`config.mk`:
```
export PLATFORM = sky130hd
export DESIGN_NAME = ctrl_pipe_flat
export DESIGN_NICKNAME = d
export VERILOG_FILES = /design/src/rtl/ctrl_pipe_pkg.sv /design/src/rtl/ctrl_pipe_if.sv /design/src/rtl/ctrl_pipe_hazard_fwd.sv /design/src/rtl/ctrl_pipe.sv /design/src/flat_wrapper.sv
export SDC_FILE = /design/constraint.sdc
export NUM_CORES = 1
export LEC_CHECK = 0
export ABC_AREA = 1
export BUFFER_PORTS_ARGS = -buffer_cell sky130_fd_sc_hd__buf_2
export CAP_MARGIN = 30
export CORE_ASPECT_RATIO = 0.6
export CORE_MARGIN = 1
export CORE_UTILIZATION = 48
export DETAILED_ROUTE_END_ITERATION = 10
export PLACE_DENSITY = 0.91
export RECOVER_POWER = 100
export SYNTH_ARGS = -nofsm -noshare
export SYNTH_HDL_FRONTEND = slang
export SYNTH_HIERARCHICAL = 1
export SYNTH_SLANG_ARGS = --single-unit
```
`constraint.sdc`:
```
create_clock -name clk -period 1.6 [get_ports clk]
set_input_delay 0.16 -clock clk [delete_from_list [all_inputs] [get_ports clk]]
set_output_delay 0.16 -clock clk [all_outputs]
set_load 0.05 [all_outputs]
```
`src/rtl/ctrl_pipe_pkg.sv`:
```
// Shared definitions for the pipeline control carrier: bundle layout,
// forwarding select codes and the reset value of the control bundle.
package ctrl_pipe_pkg;

  localparam int CTRL_W = 15;
  localparam int RA_W   = 5;

  localparam int REGWR_BIT = 14;
  localparam int MEMRD_BIT = 13;
  localparam int ASEL_LSB  = 11;
  localparam int BSEL_BIT  = 10;
  localparam int ALUOP_LSB = 5;
  localparam int BE_LSB    = 3;
  localparam int DMWR_BIT  = 2;
  localparam int WSEL_LSB  = 0;

  typedef enum logic [1:0] {
    FWD_REG = 2'b00,
    FWD_MEM = 2'b01,
    FWD_WB  = 2'b10
  } fwd_sel_e;

  localparam logic [1:0] BE_SW = 2'b10;

  // Empty stage after reset still carries a word byte-enable.
  localparam logic [CTRL_W-1:0] CTRL_RST = CTRL_W'(BE_SW) << BE_LSB;

endpackage

```
`src/rtl/ctrl_pipe_if.sv`:
```
// Decoder-side inputs and stage-register outputs of ctrl_pipe bundled as one port.
interface ctrl_pipe_if #(
  parameter int CTRL_W = ctrl_pipe_pkg::CTRL_W,
  parameter int RA_W   = ctrl_pipe_pkg::RA_W
);
  logic              hold;
  logic              id_valid;
  logic [CTRL_W-1:0] id_ctrl;
  logic [RA_W-1:0]   id_rs;
  logic [RA_W-1:0]   id_rt;
  logic              id_use_rs;
  logic              id_use_rt;
  logic [RA_W-1:0]   id_wdst;
  logic              id_redirect;

  logic              ex_valid;
  logic              mem_valid;
  logic              wb_valid;
  logic [CTRL_W-1:0] ex_ctrl;
  logic [CTRL_W-1:0] mem_ctrl;
  logic [CTRL_W-1:0] wb_ctrl;
  logic [RA_W-1:0]   ex_rs;
  logic [RA_W-1:0]   ex_rt;
  logic [RA_W-1:0]   ex_wdst;
  logic [RA_W-1:0]   mem_wdst;
  logic [RA_W-1:0]   wb_wdst;
  logic              stall;
  logic              flush_ifid;
  logic [1:0]        fwd_a;
  logic [1:0]        fwd_b;

  modport master (
    output hold, id_valid, id_ctrl, id_rs, id_rt, id_use_rs, id_use_rt, id_wdst, id_redirect,
    input  ex_valid, mem_valid, wb_valid, ex_ctrl, mem_ctrl, wb_ctrl,
           ex_rs, ex_rt, ex_wdst, mem_wdst, wb_wdst, stall, flush_ifid, fwd_a, fwd_b
  );

  modport slave (
    input  hold, id_valid, id_ctrl, id_rs, id_rt, id_use_rs, id_use_rt, id_wdst, id_redirect,
    output ex_valid, mem_valid, wb_valid, ex_ctrl, mem_ctrl, wb_ctrl,
           ex_rs, ex_rt, ex_wdst, mem_wdst, wb_wdst, stall, flush_ifid, fwd_a, fwd_b
  );
endinterface

```
`src/rtl/ctrl_pipe_hazard_fwd.sv`:
```
// Combinational hazard detection and EX operand forwarding selects.
// CTRL_PIPE_FWD_EN enables forwarding; otherwise any EX/MEM dependency stalls.
module hazard_fwd #(
  parameter int RA_W = 5
) (
  input  logic            hold,
  input  logic            id_valid,
  input  logic [RA_W-1:0] id_rs,
  input  logic [RA_W-1:0] id_rt,
  input  logic            id_use_rs,
  input  logic            id_use_rt,
  input  logic            id_redirect,
  input  logic            ex_wr,
  input  logic            ex_memrd,
  input  logic [RA_W-1:0] ex_wdst,
  input  logic [RA_W-1:0] ex_rs,
  input  logic [RA_W-1:0] ex_rt,
  input  logic            mem_wr,
  input  logic            mem_memrd,
  input  logic [RA_W-1:0] mem_wdst,
  input  logic            wb_wr,
  input  logic [RA_W-1:0] wb_wdst,
  output logic            stall,
  output logic            flush_ifid,
  output logic [1:0]      fwd_a,
  output logic [1:0]      fwd_b
);
  import ctrl_pipe_pkg::*;

  logic ex_hit;
  logic mem_hit;

  // *_wr already folds in stage valid, regwr and a non-zero destination.
  assign ex_hit  = ex_wr  && ((id_use_rs && ex_wdst  == id_rs) || (id_use_rt && ex_wdst  == id_rt));
  assign mem_hit = mem_wr && ((id_use_rs && mem_wdst == id_rs) || (id_use_rt && mem_wdst == id_rt));

`ifdef CTRL_PIPE_FWD_EN
  function automatic fwd_sel_e fwd_sel(input logic [RA_W-1:0] src);
    if (mem_wr && !mem_memrd && mem_wdst == src) return FWD_MEM;
    if (wb_wr && wb_wdst == src)                 return FWD_WB;
    return FWD_REG;
  endfunction

  assign stall = id_valid && !hold && ex_hit && ex_memrd;
  assign fwd_a = fwd_sel(ex_rs);
  assign fwd_b = fwd_sel(ex_rt);

  logic unused_nofwd;
  assign unused_nofwd = mem_hit;
`else
  assign stall = id_valid && !hold && (ex_hit || mem_hit);
  assign fwd_a = FWD_REG;
  assign fwd_b = FWD_REG;

  logic unused_fwd;
  assign unused_fwd = ^{ex_memrd, mem_memrd, wb_wr, wb_wdst, ex_rs, ex_rt};
`endif

  assign flush_ifid = id_redirect && id_valid && !stall && !hold;

endmodule

```
`src/rtl/ctrl_pipe.sv`:
```
// ID/EX, EX/MEM and MEM/WB control-bundle registers with hazard/forward unit.
// Define CTRL_PIPE_FWD_EN to build with operand forwarding.
module ctrl_pipe #(
  parameter int CTRL_W = ctrl_pipe_pkg::CTRL_W,
  parameter int RA_W   = ctrl_pipe_pkg::RA_W
) (
  input  logic        clk,
  input  logic        rst,
  ctrl_pipe_if.slave  bus
);
  import ctrl_pipe_pkg::*;

  typedef struct packed {
    logic              valid;
    logic [CTRL_W-1:0] ctrl;
    logic [RA_W-1:0]   wdst;
  } stage_t;

  localparam stage_t STAGE_RST = '{valid: 1'b0, ctrl: CTRL_RST, wdst: '0};
  localparam stage_t STAGE_BUB = '{valid: 1'b0, ctrl: '0, wdst: '0};

  stage_t          ex_q, ex_d, mem_q, mem_d, wb_q, wb_d;
  logic [RA_W-1:0] ex_rs_q, ex_rs_d, ex_rt_q, ex_rt_d;
  logic            stall;
  logic            ex_wr, mem_wr, wb_wr;

  assign ex_wr  = ex_q.valid  && ex_q.ctrl[REGWR_BIT]  && (ex_q.wdst  != '0);
  assign mem_wr = mem_q.valid && mem_q.ctrl[REGWR_BIT] && (mem_q.wdst != '0);
  assign wb_wr  = wb_q.valid  && wb_q.ctrl[REGWR_BIT]  && (wb_q.wdst  != '0);

  hazard_fwd #(.RA_W(RA_W)) u_hazard (
    .hold        (bus.hold),
    .id_valid    (bus.id_valid),
    .id_rs       (bus.id_rs),
    .id_rt       (bus.id_rt),
    .id_use_rs   (bus.id_use_rs),
    .id_use_rt   (bus.id_use_rt),
    .id_redirect (bus.id_redirect),
    .ex_wr       (ex_wr),
    .ex_memrd    (ex_q.ctrl[MEMRD_BIT]),
    .ex_wdst     (ex_q.wdst),
    .ex_rs       (ex_rs_q),
    .ex_rt       (ex_rt_q),
    .mem_wr      (mem_wr),
    .mem_memrd   (mem_q.ctrl[MEMRD_BIT]),
    .mem_wdst    (mem_q.wdst),
    .wb_wr       (wb_wr),
    .wb_wdst     (wb_q.wdst),
    .stall       (stall),
    .flush_ifid  (bus.flush_ifid),
    .fwd_a       (bus.fwd_a),
    .fwd_b       (bus.fwd_b)
  );

  always_comb begin
    ex_d    = ex_q;
    ex_rs_d = ex_rs_q;
    ex_rt_d = ex_rt_q;
    mem_d   = mem_q;
    wb_d    = wb_q;
    if (!bus.hold) begin
      wb_d  = mem_q;
      mem_d = ex_q;
      if (stall) begin
        ex_d    = STAGE_BUB;
        ex_rs_d = '0;
        ex_rt_d = '0;
      end else begin
        ex_d    = '{valid: bus.id_valid, ctrl: bus.id_ctrl, wdst: bus.id_wdst};
        ex_rs_d = bus.id_rs;
        ex_rt_d = bus.id_rt;
      end
    end
  end

  // Stage register boundary: ID/EX, EX/MEM, MEM/WB
  always_ff @(posedge clk) begin
    if (!rst) begin
      ex_q    <= STAGE_RST;
      ex_rs_q <= '0;
      ex_rt_q <= '0;
      mem_q   <= STAGE_RST;
      wb_q    <= STAGE_RST;
    end else begin
      ex_q    <= ex_d;
      ex_rs_q <= ex_rs_d;
      ex_rt_q <= ex_rt_d;
      mem_q   <= mem_d;
      wb_q    <= wb_d;
    end
  end

  assign bus.stall     = stall;
  assign bus.ex_valid  = ex_q.valid;
  assign bus.ex_ctrl   = ex_q.ctrl;
  assign bus.ex_wdst   = ex_q.wdst;
  assign bus.ex_rs     = ex_rs_q;
  assign bus.ex_rt     = ex_rt_q;
  assign bus.mem_valid = mem_q.valid;
  assign bus.mem_ctrl  = mem_q.ctrl;
  assign bus.mem_wdst  = mem_q.wdst;
  assign bus.wb_valid  = wb_q.valid;
  assign bus.wb_ctrl   = wb_q.ctrl;
  assign bus.wb_wdst   = wb_q.wdst;

endmodule

```
`src/flat_wrapper.sv`:
```
// flat-port wrapper written by rule: the top's interface ports become plain ports
module ctrl_pipe_flat import ctrl_pipe_pkg::*;
#(
  parameter int CTRL_W = ctrl_pipe_pkg::CTRL_W,
  parameter int RA_W   = ctrl_pipe_pkg::RA_W
)
  (clk, rst, bus_hold, bus_id_valid, bus_id_ctrl, bus_id_rs, bus_id_rt, bus_id_use_rs, bus_id_use_rt, bus_id_wdst, bus_id_redirect, bus_ex_valid, bus_mem_valid, bus_wb_valid, bus_ex_ctrl, bus_mem_ctrl, bus_wb_ctrl, bus_ex_rs, bus_ex_rt, bus_ex_wdst, bus_mem_wdst, bus_wb_wdst, bus_stall, bus_flush_ifid, bus_fwd_a, bus_fwd_b);
  ctrl_pipe_if #(.CTRL_W(CTRL_W), .RA_W(RA_W)) bus_i ();
  input  logic clk;
  input  logic rst;
  input wire logic [$bits(bus_i.hold)-1:0] bus_hold;
  input wire logic [$bits(bus_i.id_valid)-1:0] bus_id_valid;
  input wire logic [$bits(bus_i.id_ctrl)-1:0] bus_id_ctrl;
  input wire logic [$bits(bus_i.id_rs)-1:0] bus_id_rs;
  input wire logic [$bits(bus_i.id_rt)-1:0] bus_id_rt;
  input wire logic [$bits(bus_i.id_use_rs)-1:0] bus_id_use_rs;
  input wire logic [$bits(bus_i.id_use_rt)-1:0] bus_id_use_rt;
  input wire logic [$bits(bus_i.id_wdst)-1:0] bus_id_wdst;
  input wire logic [$bits(bus_i.id_redirect)-1:0] bus_id_redirect;
  output wire logic [$bits(bus_i.ex_valid)-1:0] bus_ex_valid;
  output wire logic [$bits(bus_i.mem_valid)-1:0] bus_mem_valid;
  output wire logic [$bits(bus_i.wb_valid)-1:0] bus_wb_valid;
  output wire logic [$bits(bus_i.ex_ctrl)-1:0] bus_ex_ctrl;
  output wire logic [$bits(bus_i.mem_ctrl)-1:0] bus_mem_ctrl;
  output wire logic [$bits(bus_i.wb_ctrl)-1:0] bus_wb_ctrl;
  output wire logic [$bits(bus_i.ex_rs)-1:0] bus_ex_rs;
  output wire logic [$bits(bus_i.ex_rt)-1:0] bus_ex_rt;
  output wire logic [$bits(bus_i.ex_wdst)-1:0] bus_ex_wdst;
  output wire logic [$bits(bus_i.mem_wdst)-1:0] bus_mem_wdst;
  output wire logic [$bits(bus_i.wb_wdst)-1:0] bus_wb_wdst;
  output wire logic [$bits(bus_i.stall)-1:0] bus_stall;
  output wire logic [$bits(bus_i.flush_ifid)-1:0] bus_flush_ifid;
  output wire logic [$bits(bus_i.fwd_a)-1:0] bus_fwd_a;
  output wire logic [$bits(bus_i.fwd_b)-1:0] bus_fwd_b;
  assign bus_i.hold = bus_hold;
  assign bus_i.id_valid = bus_id_valid;
  assign bus_i.id_ctrl = bus_id_ctrl;
  assign bus_i.id_rs = bus_id_rs;
  assign bus_i.id_rt = bus_id_rt;
  assign bus_i.id_use_rs = bus_id_use_rs;
  assign bus_i.id_use_rt = bus_id_use_rt;
  assign bus_i.id_wdst = bus_id_wdst;
  assign bus_i.id_redirect = bus_id_redirect;
  assign bus_ex_valid = bus_i.ex_valid;
  assign bus_mem_valid = bus_i.mem_valid;
  assign bus_wb_valid = bus_i.wb_valid;
  assign bus_ex_ctrl = bus_i.ex_ctrl;
  assign bus_mem_ctrl = bus_i.mem_ctrl;
  assign bus_wb_ctrl = bus_i.wb_ctrl;
  assign bus_ex_rs = bus_i.ex_rs;
  assign bus_ex_rt = bus_i.ex_rt;
  assign bus_ex_wdst = bus_i.ex_wdst;
  assign bus_mem_wdst = bus_i.mem_wdst;
  assign bus_wb_wdst = bus_i.wb_wdst;
  assign bus_stall = bus_i.stall;
  assign bus_flush_ifid = bus_i.flush_ifid;
  assign bus_fwd_a = bus_i.fwd_a;
  assign bus_fwd_b = bus_i.fwd_b;
  ctrl_pipe #(.CTRL_W(CTRL_W), .RA_W(RA_W)) u_core (.clk(clk), .rst(rst), .bus(bus_i));
endmodule
```
# After elaboration in Yosys (flattened, before gate mapping)
# Index checks and enable logic that the tools add are counted.
[classes]
n_eq_ne = 4
n_reduce_logical = 22
n_mux = 3
[ops]
columns = ["operator", "count"]
rows = [
  ["21-bit 2-to-1 mux", 1],
  ["5-bit equality test", 4],
  ["1-bit logical AND", 15],
  ["5-bit 2-to-1 mux", 2],
  ["5-bit nonzero test", 2],
  ["1-bit logical OR", 3],
  ["1-bit zero test", 2],
]
[word_totals]
inputBits = 37
word_cells = 40
output_inout_bits = 79
ff_bits = 73

# Logic depth before layout (Yosys ltp)
# Gate-level depths: netlist of run 1.
[logic_depth]
depth_word = 9
ltp_mapped = 12
mapped_depth_nobuf = 11

# By module
# Netlist of run 1, hierarchy kept.
[modules_own_cells]
columns = ["mod", "area_per_inst_um2", "n_inst", "cells_each", "seq_area_each_um2"]
rows = [
  ["ctrl_pipe", 2575.0, 1, 339, 1461.4],
  ["hazard_fwd", 439.2, 1, 108, 0.0],
]

# Least setup slack after synthesis of run 1
# OpenSTA, ideal clock, no wires.
[synth_timing]
path_kind = "reg2reg"
start = "register u_core.ex_q (netlist bit u_core/bus.ex_wdst[2])"
end = "register u_core.ex_q (netlist bit u_core/bus.ex_ctrl[0])"
stages_incl_launch_ff = 13
setup_ns = 0.132
t_arrival_ns = 2.156
setup_slack_ns = -0.689
required_ns = 1.468
period_less_slack_ns = 2.289
path_buffers = 1
path_cell_list = "dfxtp_1 -> inv_1 -> nand2_1 -> nand2_1 -> nor2_1 -> nand3_1 -> nand2_1 -> nand2_1 -> a21oi_2 -> nor2_1 -> buf_2 -> nand2_1 -> a21oi_1"
[synth_via]
elab_chain_cells = 7
word_cells_on_any_way = 11
cone_classes = "eq/ne (2); mux (1); reduce/logical (8)"
[synth_rtl]
columns = ["item", "line_no", "rtl"]
rows = [
  ["from (decl)", "ctrl_pipe.sv:22", "stage_t ex_q, ex_d, mem_q, mem_d, wb_q, wb_d;"],
  ["from (signal assigned)", "ctrl_pipe.sv:79", "ex_q <= STAGE_RST;"],
  ["from (signal assigned)", "ctrl_pipe.sv:85", "ex_q <= ex_d;"],
  ["5-bit equality test", "ctrl_pipe_hazard_fwd.sv:34", "assign ex_hit = ex_wr && ((id_use_rs && ex_wdst == id_rs) || (id_use_rt && ex_wdst == id_rt));"],
  ["1-bit logical AND", "ctrl_pipe_hazard_fwd.sv:34", ""],
  ["1-bit logical OR", "ctrl_pipe_hazard_fwd.sv:34", ""],
  ["1-bit logical AND (*)", "ctrl_pipe_hazard_fwd.sv:34", ""],
  ["1-bit logical OR (*)", "ctrl_pipe_hazard_fwd.sv:51", "assign stall = id_valid && !hold && (ex_hit || mem_hit);"],
  ["1-bit logical AND (*)", "ctrl_pipe_hazard_fwd.sv:51", ""],
  ["named net bus_stall", "flat_wrapper.sv:31", "output wire logic [$bits(bus_i.stall)-1:0] bus_stall;"],
  ["21-bit 2-to-1 mux (*)", "ctrl_pipe.sv:64", "if (stall) begin"],
]
# Mark *: on every way through the listed nets, which the timed path passes. The rest lies on a longest branch.
# A chain may end at the register's enable or synchronous reset.

# Worst setup path in the final report of run 1
[layout_timing]
start = "register u_core.mem_q (netlist bit u_core/bus.mem_wdst[1])"
end = "output bus_stall"
[layout_via]
elab_chain_cells = 6
word_cells_on_any_way = 10
cone_classes = "eq/ne (2); reduce/logical (8)"
[layout_rtl]
columns = ["item", "line_no", "rtl"]
rows = [
  ["from (decl)", "ctrl_pipe.sv:22", ""],
  ["from (signal assigned)", "ctrl_pipe.sv:88", "mem_q <= mem_d;"],
  ["5-bit equality test", "ctrl_pipe_hazard_fwd.sv:35", "assign mem_hit = mem_wr && ((id_use_rs && mem_wdst == id_rs) || (id_use_rt && mem_wdst == id_rt));"],
  ["1-bit logical AND", "ctrl_pipe_hazard_fwd.sv:35", ""],
  ["1-bit logical OR", "ctrl_pipe_hazard_fwd.sv:35", ""],
  ["1-bit logical AND (*)", "ctrl_pipe_hazard_fwd.sv:35", ""],
  ["1-bit logical OR (*)", "ctrl_pipe_hazard_fwd.sv:51", ""],
  ["1-bit logical AND (*)", "ctrl_pipe_hazard_fwd.sv:51", ""],
  ["to (decl)", "flat_wrapper.sv:31", ""],
]
# Every way passes the cells marked *; elsewhere a longest branch is shown, timed or not.

==> results.json, run 1 <==
{
  "relSlewSlack_pct": 22.3,
  "grt_pass1_vias": 2805,
  "ios": 116,
  "finalSetupViolations": 62,
  "stdcell_count": 637,
  "num-nets-final": 588,
  "grt_pass1_wl_um": 13700,
  "reg2reg_depth": 13,
  "antenna_left": 0,
  "firstDrtPassIters": 5,
  "fin_ws_ps": -129,
  "syn_to_final_growth_pct": 30.6,
  "track_usage_pct": 26.4,
  "rrSetupSlack_ps": -90,
  "core-area_um2": 5780,
  "start_util_pct": 51.7,
  "tritoncts": "yes",
  "final-max-slew-violation-count": 0,
  "cp.arrival_ps": 1570,
  "cp-end-kind": "output pin",
  "drcViolationCount": 0,
  "fin_skew_ps": 7.23,
  "die_w_um": 104,
  "avgSynthCellArea_um2": 6.79,
  "reg2reg_from": "u_core/bus.mem_wdst[1]$_SDFFE_PN0N_",
  "seq_area_um2": 1500,
  "clk_latency_ps": 340,
  "worstSetupEndpoint": "bus_stall",
  "routedWlPerCell_um": 13.0,
  "numCtsBuffers": 9,
  "vias": 3176,
  "grt_max_degree": 67,
  "fp-row-count": 21,
  "cts_root_buf": "clkbuf_8",
  "maxCapViolCount": 0,
  "rr_endpoint": "u_core/bus.ex_valid$_SDFFE_PN0N_",
  "whs_ps": 19.4,
  "htreeDepth": 3,
  "p_leak_uw": 0.00179,
  "crit_required_ps": 1440,
  "routed_wl_um": 8300,
  "dpl.hpwl_um": 6080,
  "dp_cells": 616,
  "clockBufferDepth": 2,
  "p_per_area_nw_per_um2": 1160,
  "first_iter_violations": 191,
  "outcome": "complete, but fails checks",
  "final.period_utilization_pct": 108,
  "clkTransAtPathRegs_ps": 80,
  "gp_congestion": 0.919,
  "path_class": "flip-flop to output pin",
  "post-place-ws_ps": 77.4,
  "die_y_um": 63.1,
  "multiInputGateArea_um2": 1340,
  "port_buffers": 111,
  "syn-instance-count": 440,
  "vias_per_cell": 4.99,
  "drive_above_1_share_pct": 19.1,
  "worstHoldPathType": "input port to flip-flop",
  "antenna_found_initial": 2,
  "rsz0062_at_grt": "yes",
  "dieArea_um2": 6550,
  "grt-ovfl-total": 0,
  "fmax_mhz": 579,
  "vdd_drop_max_mv": 0.696,
  "ys.warnings.count": 6,
  "min_period_ps": 1730,
  "crit_fanout": 6,
  "fillers": 549,
  "hold_violations": 0,
  "clock_sinks": 73,
  "violations": "setup timing",
  "startpoint": "u_core/bus.mem_wdst[1]$_SDFFE_PN0N_",
  "syn_area_um2": 2990,
  "cp-start-kind": "flip-flop",
  "tightest_slew_ps": 1170
}
## repair_timing
action	in CTS	in global routing
gates resized for setup	11	6
endpoints found under the setup margin	2	33
hold buffers	0	0
buffers inserted	4	0
pin swaps	10	1
## cells in the final DEF, fill, tap and decap left out, drive strengths merged
master and count:
o21ai 42, nand2 128, clkinv 1, inv 31
nand3 9, conb 4, clkbuf 86, buf 49
nor2 98, a21oi 34, diode 1, dfxtp 73
bufinv 1
## sequential cells by signal, summed over array words and instances (netlist names), 5 cells and up
name,flops
u_core/bus.wb_ctrl,15
u_core/bus.ex_ctrl,15
u_core/bus.mem_wdst,5
u_core/bus.ex_rt,5
u_core/bus.ex_wdst,5
u_core/bus.ex_rs,5
u_core/bus.mem_ctrl,15
u_core/bus.wb_wdst,5
## per-stage QoR
step                      setup TNS, ps  instance area (µm²)  util (%)  power, µW
after global placement                0                 3700      63.9       2950
after CTS                          -244                 3990      69.0       4590
after floorplan                   -3740                 3080         -       2720
after global routing             -12240                 3900      67.5       4740
final                             -3350                 3900      67.5       4530
after detailed placement              0                 3700      63.9       2970
## how the worst min path moves through the flow
| stage | start | endpoint | slack (ps) | cells after the start |
|---|---|---|---|---|
| floorplan | bus_id_ctrl[4] | u_core/bus.ex_ctrl[4]$_SDFFE_PN1N_ | 270 | 2 |
| CTS | bus_id_ctrl[4] | u_core/bus.ex_ctrl[4]$_SDFFE_PN1N_ | 3 | 3 |
| detailed placement | bus_id_ctrl[4] | u_core/bus.ex_ctrl[4]$_SDFFE_PN1N_ | 370 | 3 |
| global placement | bus_id_ctrl[4] | u_core/bus.ex_ctrl[4]$_SDFFE_PN1N_ | 350 | 3 |
| global route | bus_id_ctrl[4] | u_core/bus.ex_ctrl[4]$_SDFFE_PN1N_ | 10 | 3 |
| finish | bus_id_ctrl[4] | u_core/bus.ex_ctrl[4]$_SDFFE_PN1N_ | 20 | 3 |
## worst max-delay path, stage by stage, from the launching register on
cell	delay, ps
dfxtp_4	400
inv_2	50
nand2_1	60
nand2_2	60
nor2_1	90
nand3_1	70
nand2_1	80
nand2_2	80
a21oi_4	160
buf_8	170
## metal layers
layer | global-route usage [%] | vias to the layer above | wire length, µm
li1 | - | 1587 | -
met5 | 0 | - | 0
met3 | 8.18 | 11 | 934
met4 | 8.21 | 0 | 91
met2 | 41.1 | 139 | 3580
met1 | 35.1 | 1439 | 3700
## power breakdown
part	internal (µW)	switching (µW)	total (µW)
clock network	920	694	1610
registers	1920	90.9	2010
logic	211	696	906
## final cells by class
cell class	instances	share of cell area, %
Clock buffer	12	4.56
Tap cell	80	2.57
Antenna cell	1	0.0642
Sequential cell	73	38.6
Timing Repair Buffer	123	15.7
Inverter	29	2.79
Clock inverter	4	1.38
Multi-Input combinational cell	315	34.4
Note: power is estimated with default switching activity, not from simulation.
==> run 2, diff against run 1 <==
--- a/config.mk
+++ b/config.mk
@@ -9,10 +9,9 @@
 export BUFFER_PORTS_ARGS = -buffer_cell sky130_fd_sc_hd__buf_2
 export CAP_MARGIN = 30
 export CORE_ASPECT_RATIO = 0.6
-export CORE_MARGIN = 1
-export CORE_UTILIZATION = 48
+export CORE_UTILIZATION = 44
 export DETAILED_ROUTE_END_ITERATION = 10
-export PLACE_DENSITY = 0.91
+export PLACE_DENSITY = 0.88
 export RECOVER_POWER = 100
 export SYNTH_ARGS = -nofsm -noshare
 export SYNTH_HDL_FRONTEND = slang
==> constraint.sdc (replaced) <==
create_clock -name clk -period 1.5 [get_ports clk]
set_input_delay 0.15 -clock clk [delete_from_list [all_inputs] [get_ports clk]]
set_output_delay 0.15 -clock clk [all_outputs]
set_load 0.05 [all_outputs]
==> run 2 against run 1 <==
  * The run still ends with setup timing left
  * Combinational power is 14% higher
  * Non-clock buffer count is 24 higher
  * Total power increased by 19%
  * Sequential share of layout area is 3.0 points lower
  * Utilization decreased by 0.75 points
  * Wire length increased by 7.5%
  * Register-to-register slack worse by 270 ps
  * Cell area rose by 8.3%
  * Count of clock-buffer cells in the layout down 1
  * Die area rose by 8.8%
  * Critical endpoint is now bus_flush_ifid
  * Highest routed layer unchanged
==> results.json, run 2 (same netlist as run 1, synthesis figures left out) <==
{
  "outcome": "complete, but fails checks",
  "violations": "setup timing",
  "clkTransAtPathRegs_ps": 60,
  "first_iter_violations": 267,
  "die_y_um": 65.8,
  "layout_commonest_cell": "nand2_1",
  "gp_congestion": 0.925,
  "die_w_um": 108,
  "final_cell_mix": "nand2_1 (118), nor2_1 (93), clkbuf_1 (62)",
  "fin_util_pct": 66.7,
  "antenna_cells": 0,
  "cp-start-kind": "flip-flop",
  "drcViolationCount": 0,
  "clock_sinks": 73,
  "p_total_uw": 5390,
  "crit_fanout": 5,
  "hold_violations": 0,
  "firstDrtPassIters": 4,
  "finalSetupTns_ps": -10180,
  "final-max-slew-violation-count": 0,
  "routedWlPerCell_um": 13.4,
  "finalSetupViolations": 33,
  "syn_to_final_growth_pct": 41.4,
  "p_per_area_nw_per_um2": 1280,
  "fillers": 587,
  "clk_latency_ps": 330,
  "start_util_pct": 47.2,
  "grt-ovfl-total": 0,
  "whs_ps": 21.9,
  "vias_per_cell": 4.94,
  "drive_above_1_share_pct": 25.6,
  "crit_slowest_cell": "dfxtp_4",
  "antenna_left": 0,
  "p_leak_uw": 0.00199,
  "crit_required_ps": 1350,
  "clockBufferDepth": 2,
  "cp-end-kind": "output pin",
  "maxCapViolCount": 0,
  "fin_skew_ps": 9.19,
  "rrSetupSlack_ps": -360,
  "grt_pass1_vias": 2872,
  "tightest_slew_ps": 1220,
  "post_dp_cell_area_um2": 3800,
  "dpl.hpwl_um": 5980,
  "cp.arrival_ps": 1710,
  "vdd_drop_max_mv": 0.958,
  "fin_ws_ps": -364,
  "core-area_um2": 6330,
  "grt_pass1_wl_um": 13900,
  "hold_buffers": 0,
  "vias": 3288,
  "numCtsBuffers": 9,
  "routed_wl_um": 8930,
  "antenna_found_initial": 0,
  "dieArea_um2": 7130,
  "path_cells": "buf_4 > nor2_2 > nand3_1 > nand2_1 > inv_1 > nand2_2 > buf_4 > nand2_2 > nor2_2 > buf_6",
  "fp-row-count": 22,
  "grt_max_degree": 46,
  "final.period_utilization_pct": 124,
  "num-nets-final": 614,
  "cts_root_buf": "clkbuf_16",
  "relSlewSlack_pct": 18.3,
  "fmax_mhz": 536,
  "design_area_um2": 4220,
  "worstHoldPathType": "input port to flip-flop",
  "htreeDepth": 3,
  "min_period_ps": 1860,
  "path_class": "flip-flop to output pin",
  "track_usage_pct": 25.9,
  "multiInputGateArea_um2": 1400,
  "port_buffers": 111,
  "rsz0062_at_grt": "yes",
  "ios": 116,
  "slowest_delay_ps": 360,
  "tritoncts": "yes",
  "seq_area_um2": 1500
}
-- run 2: changes by cell type in the layout (fill, tap and decap cells not counted), sizes merged --
cell,change
buf,+23
clkinv,+2
nor2,+2
diode,-1
inv,-1
-- run 2: what timing repair did --
action,4_1_cts,5_1_grt
pin swaps,8,14
buffers inserted,2,8
gates cloned,2,0
endpoints found under the setup margin,33,33
gates resized for setup,9,20
-- run 2: metrics by stage --
step	cells	setup slack, ps
after floorplan	443	-227
after global placement	638	-255
after detailed placement	638	-341
after CTS	658	-287
after global routing	666	-443
final	666	-364
-- run 2: layer usage --
metal	part of all wire, %	GRT usage (%)	wire length (µm)	up-vias
met2	42	38.1	3770	152
met4	1.4	6.42	121	0
met5	0	0	0	-
met3	9.0	9.36	806	14
met1	47	35.7	4230	1483
li1	-	-	-	1639
-- run 2: final timing paths --
path,startpoint,endpoint,cells after the start
setup / recovery,u_core/bus.ex_wdst[1]$_SDFFE_PN0N_,bus_flush_ifid,10
hold / removal,bus_id_ctrl[4],u_core/bus.ex_ctrl[4]$_SDFFE_PN1N_,3
setup reg to reg,u_core/bus.ex_wdst[1]$_SDFFE_PN0N_,u_core/bus.ex_wdst[2]$_SDFFE_PN0N_,13
hold reg to reg,u_core/bus.ex_rs[4]$_SDFFE_PN0N_,u_core/bus.ex_rs[4]$_SDFFE_PN0N_,2
-- run 2: cell type report --
class                           instances  area share, %
Sequential cell                        73           35.6
Inverter                               29           2.64
Clock buffer                           11           6.25
Timing Repair Buffer                  147           18.8
Clock inverter                          5           1.18
Multi-Input combinational cell        317           33.0
Tap cell                               84           2.49
-- run 2: where the power goes --
part | leakage [µW] | internal, µW | switching, µW
combinational | 0.00122 | 266 | 768
clock | 0.000158 | 1420 | 794
sequential | 0.000611 | 2050 | 91.7
total | 0.00199 | 3740 | 1650
-- run 2: critical path, delay by kind of cell (launching register included) --
family	cells	cell delay (ps)
and+or+nand+nor	6	530
buffers and inverters	4	480
DFF	1	360
